[config.mk]
export PLATFORM = sky130hd
export DESIGN_NAME = demux_dispatch
export DESIGN_NICKNAME = d
export VERILOG_FILES = /design/src/rtl/demux_dispatch_pkg.sv /design/src/rtl/demux_slot.sv /design/src/rtl/demux_dispatch.sv
export SDC_FILE = /design/constraint.sdc
export NUM_CORES = 1
export LEC_CHECK = 0
export BUFFER_PORTS_ARGS = -buffer_cell sky130_fd_sc_hd__buf_4
export CORE_MARGIN = 2
export CORE_UTILIZATION = 35
export DETAILED_ROUTE_END_ITERATION = 10
export GPL_TIMING_DRIVEN = 0
export PLACE_DENSITY = 0.59
export REMOVE_ABC_BUFFERS = 1
export SLEW_MARGIN = 5
export SYNTH_ARGS = -nofsm -noshare
export SYNTH_HDL_FRONTEND = slang
export SYNTH_HIERARCHICAL = 1
export SYNTH_SLANG_ARGS = --single-unit
[constraint.sdc]
create_clock -name clk -period 2.37 [get_ports clk]
set_input_delay 0.3555 -clock clk [delete_from_list [all_inputs] [get_ports clk]]
set_output_delay 0.3555 -clock clk [all_outputs]
set_load 0.005 [all_outputs]
[src/rtl/demux_dispatch_pkg.sv]
// demux_dispatch shared constants and slot-state encoding.
// Optional per-channel drain counters: DEMUX_STATS_EN.
package demux_dispatch_pkg;

  localparam int DEMUX_CH     = 4;
  localparam int DEMUX_SEL_W  = 2;
  localparam int DEMUX_STAT_W = 16;

  typedef enum logic {
    EMPTY = 1'b0,
    FULL  = 1'b1
  } slot_state_e;

  function automatic logic [DEMUX_CH-1:0] sel_onehot(
    input logic [DEMUX_SEL_W-1:0] sel
  );
    logic [DEMUX_CH-1:0] oh;
    oh = '0;
    oh[sel] = 1'b1;
    return oh;
  endfunction

endpackage

[src/rtl/demux_slot.sv]
// One-entry holding slot of the dispatcher with valid/ready drain.
// DEMUX_STATS_EN adds a saturating drain counter.
module demux_slot
  import demux_dispatch_pkg::*;
#(
  parameter int WIDTH = 8
) (
  input  logic                    clk,
  input  logic                    rst_n,
  input  logic                    load,
  input  logic [WIDTH-1:0]        data,
  input  logic                    ready,
`ifdef DEMUX_STATS_EN
  output logic [DEMUX_STAT_W-1:0] count,
`endif
  output logic [WIDTH-1:0]        q,
  output logic                    valid
);

  slot_state_e state_q;
  slot_state_e state_d;
  logic        drain;

  assign drain = (state_q == FULL) && ready;

  always_ff @(posedge clk or negedge rst_n) begin
    if (!rst_n) state_q <= EMPTY;
    else        state_q <= state_d;
  end

  // A load in the same cycle as a drain keeps the slot full.
  always_comb begin
    state_d = state_q;
    unique case (state_q)
      EMPTY: if (load) state_d = FULL;
      FULL:  if (drain && !load) state_d = EMPTY;
    endcase
  end

  always_comb begin
    valid = (state_q == FULL);
  end

  always_ff @(posedge clk or negedge rst_n) begin
    if (!rst_n)    q <= '0;
    else if (load) q <= data;
  end

`ifdef DEMUX_STATS_EN
  always_ff @(posedge clk or negedge rst_n) begin
    if (!rst_n)
      count <= '0;
    else if (drain && (count != '1))
      count <= count + DEMUX_STAT_W'(1);
  end
`endif

endmodule

[src/rtl/demux_dispatch.sv]
// Registered 1-to-4 demux with per-channel one-entry slots.
// DEMUX_STATS_EN exposes per-channel drain counters on stat_count.
module demux_dispatch
  import demux_dispatch_pkg::*;
#(
  parameter int WIDTH = 8
) (
  input  logic                             clk,
  input  logic                             rst_n,
  input  logic [WIDTH-1:0]                 Data_in,
  input  logic [DEMUX_SEL_W-1:0]           select,
  input  logic                             in_valid,
  output logic                             in_ready,
  output logic [WIDTH-1:0]                 Data_out_0,
  output logic [WIDTH-1:0]                 Data_out_1,
  output logic [WIDTH-1:0]                 Data_out_2,
  output logic [WIDTH-1:0]                 Data_out_3,
  output logic [DEMUX_CH-1:0]              out_valid,
`ifdef DEMUX_STATS_EN
  output logic [DEMUX_CH*DEMUX_STAT_W-1:0] stat_count,
`endif
  input  logic [DEMUX_CH-1:0]              out_ready
);

  logic                fire;
  logic [DEMUX_CH-1:0] load;
  logic [WIDTH-1:0]    slot_q [DEMUX_CH];

  // Only the addressed slot gates acceptance; others never block.
  assign in_ready = !out_valid[select] || out_ready[select];
  assign fire     = in_valid && in_ready;

  always_comb begin
    load = '0;
    if (fire) load = sel_onehot(select);
  end

  for (genvar k = 0; k < DEMUX_CH; k++) begin : g_slot
    demux_slot #(
      .WIDTH (WIDTH)
    ) u_slot (
      .clk   (clk),
      .rst_n (rst_n),
      .load  (load[k]),
      .data  (Data_in),
      .ready (out_ready[k]),
`ifdef DEMUX_STATS_EN
      .count (stat_count[k*DEMUX_STAT_W +: DEMUX_STAT_W]),
`endif
      .q     (slot_q[k]),
      .valid (out_valid[k])
    );
  end

  assign Data_out_0 = slot_q[0];
  assign Data_out_1 = slot_q[1];
  assign Data_out_2 = slot_q[2];
  assign Data_out_3 = slot_q[3];

endmodule

==> flow_summary.json <==
{
  "status": "completed",
  "grt_pass1_wl_um": 5410,
  "clock_latency_ps": 280,
  "cts_inserted_buffers": 5,
  "synth.area.mux_share": 0.319,
  "ant_nets": 0,
  "antenna_found_initial": 0,
  "clk_pin_slew_ps": 70,
  "synth_fa_ha_area_frac": 0,
  "cts_tree": "done",
  "initial_utilization": 0.362,
  "relSlewSlack": 0.422,
  "diodes": 0,
  "synth_warnings": 6,
  "place_inst": 190,
  "synth_top_family_by_area": "multiplexers",
  "nFillCells": 372,
  "first_iter_violations": 36,
  "holdBufCountCts": 0,
  "slew_viol_final": 0,
  "synth_xor_area_frac": 0,
  "syn_to_final_growth_pct": 33.1,
  "max_slew.worst_pin.slew_ps": 866,
  "ios": 54,
  "final_cell_count_no_fill": 198,
  "p_per_area_mw_per_mm2": 815,
  "start_kind": "flip-flop",
  "nets": 162,
  "place_hpwl_um": 2310,
  "grt_overflow": 0,
  "cts_setup_buffers": 0,
  "hold_violations": 0,
  "postCtsResizedCells": 0,
  "core_mm2": 0.00435,
  "cp.arrival_ps": 1380,
  "p_leak_nw": 1.06,
  "vias": 927,
  "fin_crit_sh": 0.734,
  "syn_area_per_cell_um2": 17.7,
  "grt_max_degree": 37,
  "port_buffers": 53,
  "finalSetupViolations": 0,
  "hold_path.class": "in2async",
  "post-route-util": 0.482,
  "grt_usage": 0.140,
  "seq_area_frac_synth": 0.571,
  "netlist_area_mm2": 0.00158,
  "ir_drop_mv": 0.283,
  "place_area_mm2": 0.00201,
  "cts_sinks": 36,
  "clockBufferDepth": 2,
  "htree_num_levels": 2,
  "maxCapViolations": 0,
  "critPathKind": "reg2out",
  "drc": 0,
  "timing.fmax_mhz": 575,
  "ys_types": 11,
  "avgViaCountPerCell": 4.68,
  "drive_gt1_frac": 0.678,
  "die_area_mm2": 0.00506,
  "die_h_um": 71.1,
  "die_x_um": 71.1,
  "dr.pass1.iters": 3,
  "worstPathRequired_ps": 2010,
  "grt_pass1_vias": 1000,
  "gp_congestion": 0.705,
  "synth_cells": 89,
  "rsz0062_at_grt": "no",
  "holdWs_ps": 24.3,
  "final_area_mm2": 0.00210,
  "finalSetupTns_ps": 0,
  "fin_crit_ps": 1740,
  "cp_max_fo": 3,
  "cts_root_buf": "clkbuf_8",
  "rows": 24,
  "ys_ff_latch": 36,
  "synthSimpleGateAreaFrac": 0.0500,
  "wl_um": 3290,
  "wl_per_cell_um": 16.6,
  "critPathCaptureType": "output pin",
  "skew_ps": 3.90,
  "synth-compound-area-share": 0.0222
}
-- where the power goes --
| part | switching, mW | internal (mW) | total, mW |
|---|---|---|---|
| sequential | 0.0807 | 0.735 | 0.816 |
| combinational | 0.132 | 0.325 | 0.457 |
| clock | 0.201 | 0.237 | 0.438 |
| total | 0.414 | 1.30 | 1.71 |
-- placed cells by master, fill, tap and decap left out, types with 2 or more instances in the layout --
| cell | netlist | routed |
|---|---|---|
| buf_4 | 0 | 53 |
| dfrtp_1 | 36 | 36 |
| mux2_4 | 32 | 32 |
| clkbuf_8 | 0 | 6 |
| inv_1 | 4 | 4 |
| a21o_2 | 4 | 4 |
| nand2b_1 | 2 | 2 |
| nand2b_4 | 2 | 2 |
| and4b_1 | 2 | 2 |
| clkbuf_1 | 0 | 2 |
-- final timing paths --
path                                              startpoint                                end  slack [ps]  depth (start not counted)
max in group asynchronous                              rst_n  g_slot[2].u_slot/q[7]$_DFFE_PN0P_        2030                          1
max reg2reg                 g_slot[0].u_slot/valid$_DFF_PN0_  g_slot[0].u_slot/q[1]$_DFFE_PN0P_         680                          3
max                         g_slot[3].u_slot/valid$_DFF_PN0_                           in_ready         630                          3
min                                                    rst_n  g_slot[2].u_slot/q[6]$_DFFE_PN0P_          20                          1
min in group clk                                  Data_in[0]  g_slot[1].u_slot/q[0]$_DFFE_PN0P_         340                          2
min reg2reg                g_slot[1].u_slot/q[1]$_DFFE_PN0P_  g_slot[1].u_slot/q[1]$_DFFE_PN0P_         510                          1
-- per-stage QoR --
stage	setup WS, ps	power [mW]
6_report	630	1.71
3_3_place_gp	-562	1.27
5_1_grt	551	1.80
3_5_place_dp	582	1.29
4_1_cts	615	1.73
2_1_floorplan	67.9	1.02
-- per-layer routing --
| metal | up-vias | track usage | wire length (um) |
|---|---|---|---|
| met3 | 2 | 0.0442 | 227 |
| met1 | 468 | 0.201 | 1510 |
| met4 | 0 | 0.0377 | 8 |
| met5 | - | 0 | 0 |
| met2 | 39 | 0.205 | 1540 |
| li1 | 418 | - | - |
-- worst max-delay path, stage by stage, from the launching register on --
cell	delay [ps]
dfrtp_1	430
nand2b_4	60
mux4_2	470
buf_4	150
-- logic make-up after synthesis --
family,after synthesis
AO/OA/AOI/OAI,4
flip-flops,36
buffers and inverters,8
AND/OR/NAND/NOR,8
multiplexers,33
-- final cells by class --
cell class	count	area, um2	area share
Multi-Input combinational cell	45	632	0.301
Inverter	4	15.0	0.00715
Timing Repair Buffer	53	398	0.189
Clock buffer	8	90.1	0.0429
Sequential cell	36	901	0.429
Tap cell	52	65.1	0.0310
-- sequential cells by signal, indices dropped and copies added, names as in the netlist --
signal and cells:
g_slot.u_slot/q 32, g_slot.u_slot/valid 4
-- cell usage after synthesis --
master / number / area share
mux4_2: 1 / 0.014
a21o_2: 4 / 0.022
dfrtp_1: 36 / 0.57
buf_6: 4 / 0.029
nand2b_4: 2 / 0.017
mux2_4: 32 / 0.30
nor4bb_1: 1 / 0.0063
and4_1: 1 / 0.0056
and4b_1: 2 / 0.013
inv_1: 4 / 0.0095
nand2b_1: 2 / 0.0079
(Power assumes the default switching activity.)
